--- config.mk ---
export PLATFORM = sky130hd
export DESIGN_NAME = nrz_rx
export DESIGN_NICKNAME = d
export VERILOG_FILES = /design/src/rtl/nrz_pkg.sv /design/src/rtl/nrz_sync.sv /design/src/rtl/nrz_rx.sv
export SDC_FILE = /design/constraint.sdc
export NUM_CORES = 1
export LEC_CHECK = 0
export ABC_AREA = 1
export CAP_MARGIN = 40
export CORE_MARGIN = 1.5
export CORE_UTILIZATION = 50
export DETAILED_ROUTE_END_ITERATION = 8
export DONT_BUFFER_PORTS = 1
export SLEW_MARGIN = 10
export SYNTH_ARGS = -nofsm -noshare
export SYNTH_HDL_FRONTEND = slang
export SYNTH_SLANG_ARGS = --single-unit
--- constraint.sdc ---
create_clock -name clk -period 2.2 [get_ports clk]
set_input_delay 0.11 -clock clk [delete_from_list [all_inputs] [get_ports clk]]
set_output_delay 0.11 -clock clk [all_outputs]
set_load 0.01 [all_outputs]
--- src/rtl/nrz_pkg.sv ---
// nrz_pkg: shared receiver state type and default timing constants
package nrz_pkg;
    typedef enum logic [1:0] {IDLE, HIGH, LOW, ERRWAIT} rx_state_t;
    localparam int DEF_DATA_WIDTH     = 24;
    localparam int DEF_CNT_WIDTH      = 8;
    localparam int DEF_MIN_HIGH_TICKS = 2;
    localparam int DEF_THRESH_TICKS   = 5;
    localparam int DEF_MAX_HIGH_TICKS = 12;
    localparam int DEF_RESET_TICKS    = 40;
endpackage

--- src/rtl/nrz_sync.sv ---
// nrz_sync: two-flop synchronizer bringing the asynchronous line into the clk domain
module nrz_sync (
    input  logic clk,
    input  logic reset,
    input  logic i_din,
    output logic o_din_s
);
    logic [1:0] r_sync;
    always_ff @(posedge clk or posedge reset)
        if (reset) r_sync <= '0;
        else r_sync <= {r_sync[0], i_din};
    assign o_din_s = r_sync[1];
endmodule

--- src/rtl/nrz_rx.sv ---
// nrz_rx: pulse-width NRZ decoder; high time per clken tick selects the bit value,
// a long low gap ends the frame
module nrz_rx
    import nrz_pkg::*;
#(
    parameter int DATA_WIDTH     = DEF_DATA_WIDTH,
    parameter int CNT_WIDTH      = DEF_CNT_WIDTH,
    parameter int MIN_HIGH_TICKS = DEF_MIN_HIGH_TICKS,
    parameter int THRESH_TICKS   = DEF_THRESH_TICKS,
    parameter int MAX_HIGH_TICKS = DEF_MAX_HIGH_TICKS,
    parameter int RESET_TICKS    = DEF_RESET_TICKS
) (
    input  logic                  clk,
    input  logic                  reset,
    input  logic                  clken,
    input  logic                  din,
    output logic [DATA_WIDTH-1:0] dout,
    output logic                  valid,
    output logic                  latch,
    output logic                  err
);
    localparam int BW = $clog2(DATA_WIDTH + 1);
    localparam logic [CNT_WIDTH-1:0] C_MIN = CNT_WIDTH'(MIN_HIGH_TICKS);
    localparam logic [CNT_WIDTH-1:0] C_THR = CNT_WIDTH'(THRESH_TICKS);
    localparam logic [CNT_WIDTH-1:0] C_MAX = CNT_WIDTH'(MAX_HIGH_TICKS);
    localparam logic [CNT_WIDTH-1:0] C_RST = CNT_WIDTH'(RESET_TICKS);
    localparam logic [CNT_WIDTH-1:0] C_SAT = '1;
    localparam logic [BW-1:0]        C_LAST = BW'(DATA_WIDTH - 1);

    if (MAX_HIGH_TICKS >= 2 ** CNT_WIDTH || RESET_TICKS >= 2 ** CNT_WIDTH) begin : g_bad_cnt
        $error("nrz_rx: MAX_HIGH_TICKS and RESET_TICKS must fit in CNT_WIDTH bits");
    end
    if (MIN_HIGH_TICKS > THRESH_TICKS || THRESH_TICKS >= MAX_HIGH_TICKS) begin : g_bad_thr
        $error("nrz_rx: need MIN_HIGH_TICKS <= THRESH_TICKS < MAX_HIGH_TICKS");
    end

    rx_state_t             r_state, w_state;
    logic [CNT_WIDTH-1:0]  r_tick, w_tick, w_tick_inc;
    logic [BW-1:0]         r_bitcnt, w_bitcnt;
    logic [DATA_WIDTH-1:0] r_shift, r_dout, w_shift_nxt;
    logic                  r_din_prev, r_valid, r_latch, r_err;
    logic                  w_din_s, w_rise, w_fall, w_shift, w_valid, w_latch, w_err;

    nrz_sync u_sync (
        .clk     (clk),
        .reset   (reset),
        .i_din   (din),
        .o_din_s (w_din_s)
    );

    assign w_rise      = w_din_s & ~r_din_prev;
    assign w_fall      = ~w_din_s & r_din_prev;
    assign w_tick_inc  = (r_tick == C_SAT) ? r_tick : r_tick + 1'b1;
    assign w_shift_nxt = {r_shift[DATA_WIDTH-2:0], w_tick_inc > C_THR};

    always_ff @(posedge clk or posedge reset)
        if (reset) r_state <= IDLE;
        else r_state <= w_state;

    // The fall tick itself counts toward the high time, so an N-tick pulse measures N.
    always_comb begin
        w_state  = r_state;
        w_tick   = r_tick;
        w_bitcnt = r_bitcnt;
        w_shift  = 1'b0;
        w_valid  = 1'b0;
        w_latch  = 1'b0;
        w_err    = 1'b0;
        if (clken) begin
            case (r_state)
                IDLE: if (w_rise) begin
                    w_tick  = '0;
                    w_state = HIGH;
                end
                HIGH: begin
                    w_tick = w_tick_inc;
                    if (w_tick_inc > C_MAX) begin
                        w_err    = 1'b1;
                        w_bitcnt = '0;
                        w_state  = w_fall ? IDLE : ERRWAIT;
                    end else if (w_fall) begin
                        w_tick  = '0;
                        w_state = LOW;
                        w_err   = w_tick_inc < C_MIN;
                        w_shift = ~w_err;
                        w_valid = w_shift && r_bitcnt == C_LAST;
                        w_bitcnt = w_valid ? '0 : w_shift ? r_bitcnt + 1'b1 : r_bitcnt;
                    end
                end
                LOW: if (w_rise) begin
                    w_tick  = '0;
                    w_state = HIGH;
                end else begin
                    w_tick = w_tick_inc;
                    if (w_tick_inc == C_RST) begin
                        w_latch  = 1'b1;
                        w_err    = r_bitcnt != '0;
                        w_bitcnt = '0;
                        w_state  = IDLE;
                    end
                end
                ERRWAIT: if (w_fall) w_state = IDLE;
                default: w_state = IDLE;
            endcase
        end
    end

    always_ff @(posedge clk or posedge reset)
        if (reset) begin
            r_tick     <= '0;
            r_bitcnt   <= '0;
            r_shift    <= '0;
            r_dout     <= '0;
            r_din_prev <= 1'b0;
            r_valid    <= 1'b0;
            r_latch    <= 1'b0;
            r_err      <= 1'b0;
        end else begin
            r_tick   <= w_tick;
            r_bitcnt <= w_bitcnt;
            r_valid  <= w_valid;
            r_latch  <= w_latch;
            r_err    <= w_err;
            if (clken) r_din_prev <= w_din_s;
            if (w_shift) r_shift <= w_shift_nxt;
            if (w_valid) r_dout <= w_shift_nxt;
        end

    assign dout  = r_dout;
    assign valid = r_valid;
    assign latch = r_latch;
    assign err   = r_err;
endmodule

Yosys cells after proc, flatten, opt, wreduce, memory -nomap -nowiden
Cells that the tools add are included.

Register bits after elaboration: 68. Input port bits: 4. Output and inout port bits: 27.

Equal/unequal tests: 13. Reduce and logical (&&, ||, !) cells: 8. $lt $le $gt $ge: 3. Muxes and demuxes: 39. Add/sub/neg operators: 2. Bitwise gates (word level): 5.

Operator list (count): 2-to-1 mux 8 bit (5); 2-to-1 mux 5 bit (6); one-hot mux 8 bit (3 select lines) (1); 2-to-1 mux 1 bit (17); 2-to-1 mux 2 bit (7); one-hot mux 5 bit (2 select lines) (1); adder 8 x 1 -> 8 bit, second input constant (1); equality test 8 x 6 -> 1 bit, second input constant (1); equality test 8 bit, second input constant (1); > comparator 8 x 3 -> 1 bit, second input constant (1); > comparator 8 x 4 -> 1 bit, second input constant (1); less-than comparator 8 x 2 -> 1 bit, second input constant (1); != test 2 bit, second input constant (4); one-hot mux 2 bit (4 select lines) (1); != test 3 bit, second input constant (2); AND reduction 6 bit (1); adder 5 x 1 -> 5 bit, second input constant (1); equality test 5 bit, second input constant (1); AND reduction 5 bit (1); nonzero test 5 bit (1); equality test 2 bit, second input constant (2); != test 4 bit, second input constant (1); NOT 1 bit (3); AND reduction 3 bit (1); 7 further kinds (8).

Longest topological paths before layout
Depth after elaboration: 9. Mapped depth: 14.

Cells and area by module
Synthesis repeated with hierarchy kept, for this count alone.

Cells, all modules: 425. Area, all modules: 3460.8 µm².

Modules (own cells, without submodules): nrz_rx (area each 3407.0 µm², cells an instance 422, instances 1); nrz_sync (area each 53.8 µm², cells an instance 3, instances 1).

Least setup slack after synthesis
No wires, ideal clock.

Path type: register to register. Start point: reg r_tick[0]. End point: reg r_dout[1] (netlist: dout[1]). Clock period less this slack: 2.022 ns. Slack: 0.178 ns. Setup time: 0.117 ns. Path buffers: 1. Data arrival time: 1.905 ns. Cell stages (with the launch flop): 13. Path through: dfrtp_1 ha_1 nand2_4 nor2_4 nand2_4 nand3_2 nor2_4 nand3_2 nor2_4 nand4_4 buf_6 nand2_1 nand2_1.

Word-level cells in the longest chain between the ends: 9. Elaborated cells between the ends (all ways): 11. Those cells by class: add/sub (1); order compare (2); eq/ne (1); mux (5); bitwise (1); reduce/logical (1).

RTL lines: start: declaration (RTL line nrz_rx.sv:38) `logic [CNT_WIDTH-1:0] r_tick, w_tick, w_tick_inc;`; start signal: assignment (RTL line nrz_rx.sv:119) `r_tick <= w_tick;`; adder 8 x 1 -> 8 bit or equality test 8 bit (tied branches) (RTL line nrz_rx.sv:53) `assign w_tick_inc = (r_tick == C_SAT) ? r_tick : r_tick + 1'b1;`; 2-to-1 mux 8 bit * (RTL line nrz_rx.sv:53); less-than comparator 8 x 2 -> 1 bit (RTL line nrz_rx.sv:84) `w_err = w_tick_inc < C_MIN;`; NOT 1 bit (RTL line nrz_rx.sv:85) `w_shift = ~w_err;`; logical AND 1 bit (RTL line nrz_rx.sv:86) `w_valid = w_shift && r_bitcnt == C_LAST;`; 2-to-1 mux 1 bit (RTL line nrz_rx.sv:81) `end else if (w_fall) begin`; 2-to-1 mux 1 bit * (RTL line nrz_rx.sv:77) `if (w_tick_inc > C_MAX) begin`; 2-to-1 mux 1 bit * (RTL line nrz_rx.sv:70) `case (r_state)`; 2-to-1 mux 1 bit * (RTL line nrz_rx.sv:69) `if (clken) begin`; end signal: assignment (RTL line nrz_rx.sv:126) `if (w_valid) r_dout <= w_shift_nxt;`; end: declaration (RTL line nrz_rx.sv:40) `logic [DATA_WIDTH-1:0] r_shift, r_dout, w_shift_nxt;`.

Mark *: on every way between the ends. The rest lies on a longest branch, timed or not. A chain may end at the register's enable or synchronous reset.

Worst setup path after layout
Start point: reg r_tick[1]. End point: reg r_shift[2].

Word-level cells in the longest chain between the ends: 8. Elaborated cells between the ends (all ways): 10. Those cells by class: add/sub (1); order compare (2); eq/ne (1); mux (5); bitwise (1).

RTL lines: adder 8 x 1 -> 8 bit or equality test 8 bit (tied branches) (RTL line nrz_rx.sv:53); 2-to-1 mux 8 bit * (RTL line nrz_rx.sv:53); less-than comparator 8 x 2 -> 1 bit (RTL line nrz_rx.sv:84); NOT 1 bit (RTL line nrz_rx.sv:85); 2-to-1 mux 1 bit (RTL line nrz_rx.sv:81); 2-to-1 mux 1 bit * (RTL line nrz_rx.sv:77); 2-to-1 mux 1 bit * (RTL line nrz_rx.sv:70); 2-to-1 mux 1 bit * (RTL line nrz_rx.sv:69); end signal: assignment (RTL line nrz_rx.sv:125) `if (w_shift) r_shift <= w_shift_nxt;`; end: declaration (RTL line nrz_rx.sv:40).

Marks and branches as above.

==> results.md <==
Run status:
- The flow ran to the end, and the final reports show no timing, DRC or antenna violations.

STA:
- Setup slack on the critical path of the routed design comes to 0.003820 ns.
- At the pin with the least slew margin, the transition time is 0.5773 ns.
- The final-report setup violation count is 0.
- The worst hold slack is 0.1221 ns.
- Setup repair after global routing could not meet its margin everywhere.
- Dividing the final minimum period by the clock period gives 99.83%.
- The final count of pins violating max slew is 0.
- The final count of hold timing violations is 0.
- In this run the tightest slew margin relative to its limit is 61.46%.
- The worst path needs 2.196 ns of the cycle, external delays included.
- On the final layout, the worst clock skew is 0.01930 ns.
- The peak clock frequency supported by timing is 455.3 MHz.

Pwr:
- The combinational share of power is 27.5%.
- In this run switching power makes up 35.53% of total power.
- The power density over cell area is 823.9 nW/um^2.
- Internal power comes to 2.171 mW.
- The share of total power dissipated in sequential elements is 41.0%.
- The power consumption is 3.367 mW.
- The switching power of the nets is 1.196 mW.
- VDD sags by at most 0.0004903 V.
- The clock network fraction of design power is 31.6%.
- The reported leakage power is 2.179 nW.

Layout:
- After the last flow step, the layout net total stands at 452.
- The repair_antennas step left the layout with diodes totalling 0.
- The share of layout cells above drive strength 1 is 19.06%.
- The finished layout cell area is 4086 sq um.
- Relative to the synthesized area, the layout overhead comes to 19.02%.

Worst hold path:
- The critical hold path startpoint is clken.
- The type of the worst min-delay path is in -> reg.
- Counting instances, the worst hold path has a depth of 3.
- The endpoint with the worst hold slack is r_tick[4]$_DFFE_PP0P_.

Synthesis:
- Yosys mapped the design onto 30 distinct sky130hd cell types.
- The leading register cell type out of synthesis is dfrtp_1.
- The most repeated cell in the gate-level netlist after synthesis is nand2_1.
- The post-synthesis async set-or-reset flop share is 100.0%.
- In the synthesized netlist, the cells that appear most often are nand2_1 (159), dfrtp_1 (68), nand3_1 (39).
- The number of register bits inferred by synthesis is 68.
- For this run, the number of Yosys warnings is 0.
- The area share of the largest cell type after synthesis is 49.56%.
- The synthesized area per cell is 8.233 sq um.
- The register area share after synthesis is 49.56%.
- The gate count of the mapped netlist is 417.
- When the netlist entered floorplanning its net count stood at 428.
- The post-synthesis cell type with the largest combined area is dfrtp_1.
- The cell area that synthesis handed to floorplanning was 3433 sq um.
- The number of enable-type register cells in the synthesized netlist is 0.
- Ranked by total cell area, the synthesized netlist is headed by dfrtp_1 (50%), nand2_1 (17%), nand3_1 (5.7%).

Floorplanning:
- The die covers 7373 sq um.
- After floorplanning, the core was divided into 30 placement rows.
- The starting density of the core is 51.10%.
- The horizontal die dimension is 85.87 um.
- 31 I/O pins were placed.
- In this run the standard cell core region covers 6719 sq um.
- The die is 85.87 um tall.

Global route:
- The first global-routing pass estimated 11,900 um of wire.
- The sum of overflow across all layers after global routing is 0.
- The number of global-route vias before repair came to 2,584.
- In the global route stage, overall resource usage came out at 20.18%.
- The number of antenna violations at the first check in global routing was 0.
- Entering global routing, the biggest net connects 48 pins.

Clock tree:
- After clock tree synthesis, the clock-pin slew on the worst setup and hold paths is 0.08 ns.
- Clock latency on the worst-skew pair, taken at its later pin, is 0.35 ns.
- The clock net sink count is 68.
- CTS built an H-tree with a depth of 3.
- TritonCTS built the clock tree.
- The clock tree buffer depth is 2.
- The number of CTS-inserted buffers is 9.
- The tree is rooted in a clkbuf_8.

Placed design:
- Timing analysis after detailed placement gives a worst setup slack of 0.03162 ns.
- The wire-length estimate of the detail-placed layout is 4593 um.
- The final weighted congestion of routability-driven global placement is 0.8786.
- The number of input and output port buffers inserted is 0.
- The placement-stage cell area is 3568 sq um.

Detailed routing:
- In this run the remaining antenna-violating nets after routing total 0.
- The number of vias per cell after detailed routing is 5.367.
- The first detailed-routing pass ran for 4 iterations.
- Across all layers, the routed design uses 2,823 vias.
- For this block, the initial DRC count from the detailed router was 110.
- In the routed design, unresolved DRC markers number 0.
- The average wire per cell in the routed design is 14.26 um.
- For this block, the routed nets add up to 7499 um of wire.

Setup path:
- The startpoint identified for the worst register-to-register timing path is r_tick[1]$_DFFE_PP0P_.
- The worst setup path is captured at a flip-flop.
- Across all register-to-register paths, the minimum setup slack is 0.004 ns.
- The largest driver fanout on the critical path is 11.
- STA puts the critical path data arrival time at 2.43 ns.
- The worst setup path is launched from a flip-flop.
- In this run the worst setup path begins at r_tick[1]$_DFFE_PP0P_.
- Data on the critical path is required at its endpoint by 2.44 ns.
- The reg-to-reg critical path endpoint is r_shift[2]$_DFFE_PP0P_.
- The worst setup path is of the reg -> reg kind.
- The number of cells on the worst reg-to-reg path is 14.

Run:
- Across the run, the number of max-cap violations was 0.
## state kept, by name (all words and copies together), names as in the netlist, 2 cells and up
name and flops:
u_sync.r_sync 2, r_bitcnt 5, r_state 2, dout 24, r_shift 23, r_tick 8
## kinds of logic (layout without fill, tap and decap cells)
kind of cell	count (synthesis)	count (layout)	share of synthesized area (%)
AOI/OAI and AO/OA	18	18	2.806
xor gates and xnor gates	4	4	1.021
adders and majority gates	7	7	2.551
buffers and inverters	48	76	6.596
DFF	68	68	49.56
and+or+nand+nor	272	273	37.46
## layout make-up
type,count,area [sq um]
Fill cell,569,2633
Tap cell,80,100.1
Clock buffer,9,123.9
Sequential cell,68,1703
Clock inverter,7,82.58
Timing Repair Buffer,29,360.3
Multi-Input combinational cell,302,1600
Inverter,31,116.4
## repair_timing
item / in CTS / in global routing
hold endpoints to repair: 29 / 0
setup buffers: 0 / 9
setup endpoints to repair: 0 / 60
hold buffers: 3 / 0
gates resized for setup: 0 / 26
## routing by layer
layer  share of wire [%]  routed length, um  vias up  global-route usage [%]
met3                 3.0                222        8                   4.716
met5                   0                  0        -                       0
li1                    -                  -     1407                       -
met2                  46               3438       46                   30.99
met1                  50               3741     1362                   27.92
met4                 1.3                 97        0                   7.625
## through the flow
step                utilization (%)  cells  setup TNS, ns
finish                        60.82    526              0
global route                  60.82    526         -1.711
CTS                           56.63    511              0
detailed placement            53.11    492              0
global placement              53.11    492              0
floorplan                         -    417              0
## cells in the final DEF (no fill, tap or decap), types with 4 or more instances in the layout
| cell type | instances |
|---|---|
| nor2_1 | 16 |
| nor2_4 | 5 |
| nor3_1 | 5 |
| clkbuf_8 | 9 |
| inv_1 | 26 |
| buf_12 | 4 |
| dfrtp_1 | 67 |
| clkbuf_16 | 4 |
| buf_6 | 4 |
| nand4_1 | 29 |
| inv_2 | 4 |
| buf_4 | 14 |
| a21oi_1 | 4 |
| nand3_1 | 36 |
| nand2_1 | 151 |
| nand2_2 | 11 |
| o21ai_0 | 9 |
| nand3_2 | 6 |
| nor2_2 | 5 |
| ha_1 | 6 |
## worst max path at each step
stage,endpoint,slack [ns],cells after the start
after floorplan,dout[1]$_DFFE_PP0P_,0.18,12
after CTS,r_tick[1]$_DFFE_PP0P_,0.008,14
after detailed placement,r_tick[1]$_DFFE_PP0P_,0.03,14
after global routing,r_shift[2]$_DFFE_PP0P_,-0.08,14
final,r_shift[2]$_DFFE_PP0P_,0.004,14
after global placement,r_tick[1]$_DFFE_PP0P_,0.07,12
## power by group through the flow
| stage | Sequential, mW | Combinational [mW] | Clock, mW |
|---|---|---|---|
| after floorplan | 1.39 | 0.620 | 0 |
| after global placement | 1.40 | 0.790 | 0 |
| after detailed placement | 1.40 | 0.799 | 0 |
| after CTS | 1.38 | 0.805 | 1.09 |
| after global routing | 1.39 | 1.05 | 1.15 |
| final | 1.38 | 0.924 | 1.06 |
## worst max-delay path: stages (launching register included)
cell       delay [ns]
dfrtp_1          0.41
ha_4             0.17
nand2_4          0.06
nor2_4           0.21
nand3b_1         0.11
nand2_1          0.10
nand2_2          0.07
nand2_2          0.09
nand4_1          0.19
nor2_4           0.17
buf_6            0.13
nand2_4          0.07
clkbuf_16        0.18
nand2_1          0.08
nand2_1          0.05
Note: power is estimated with default switching activity, not from simulation.
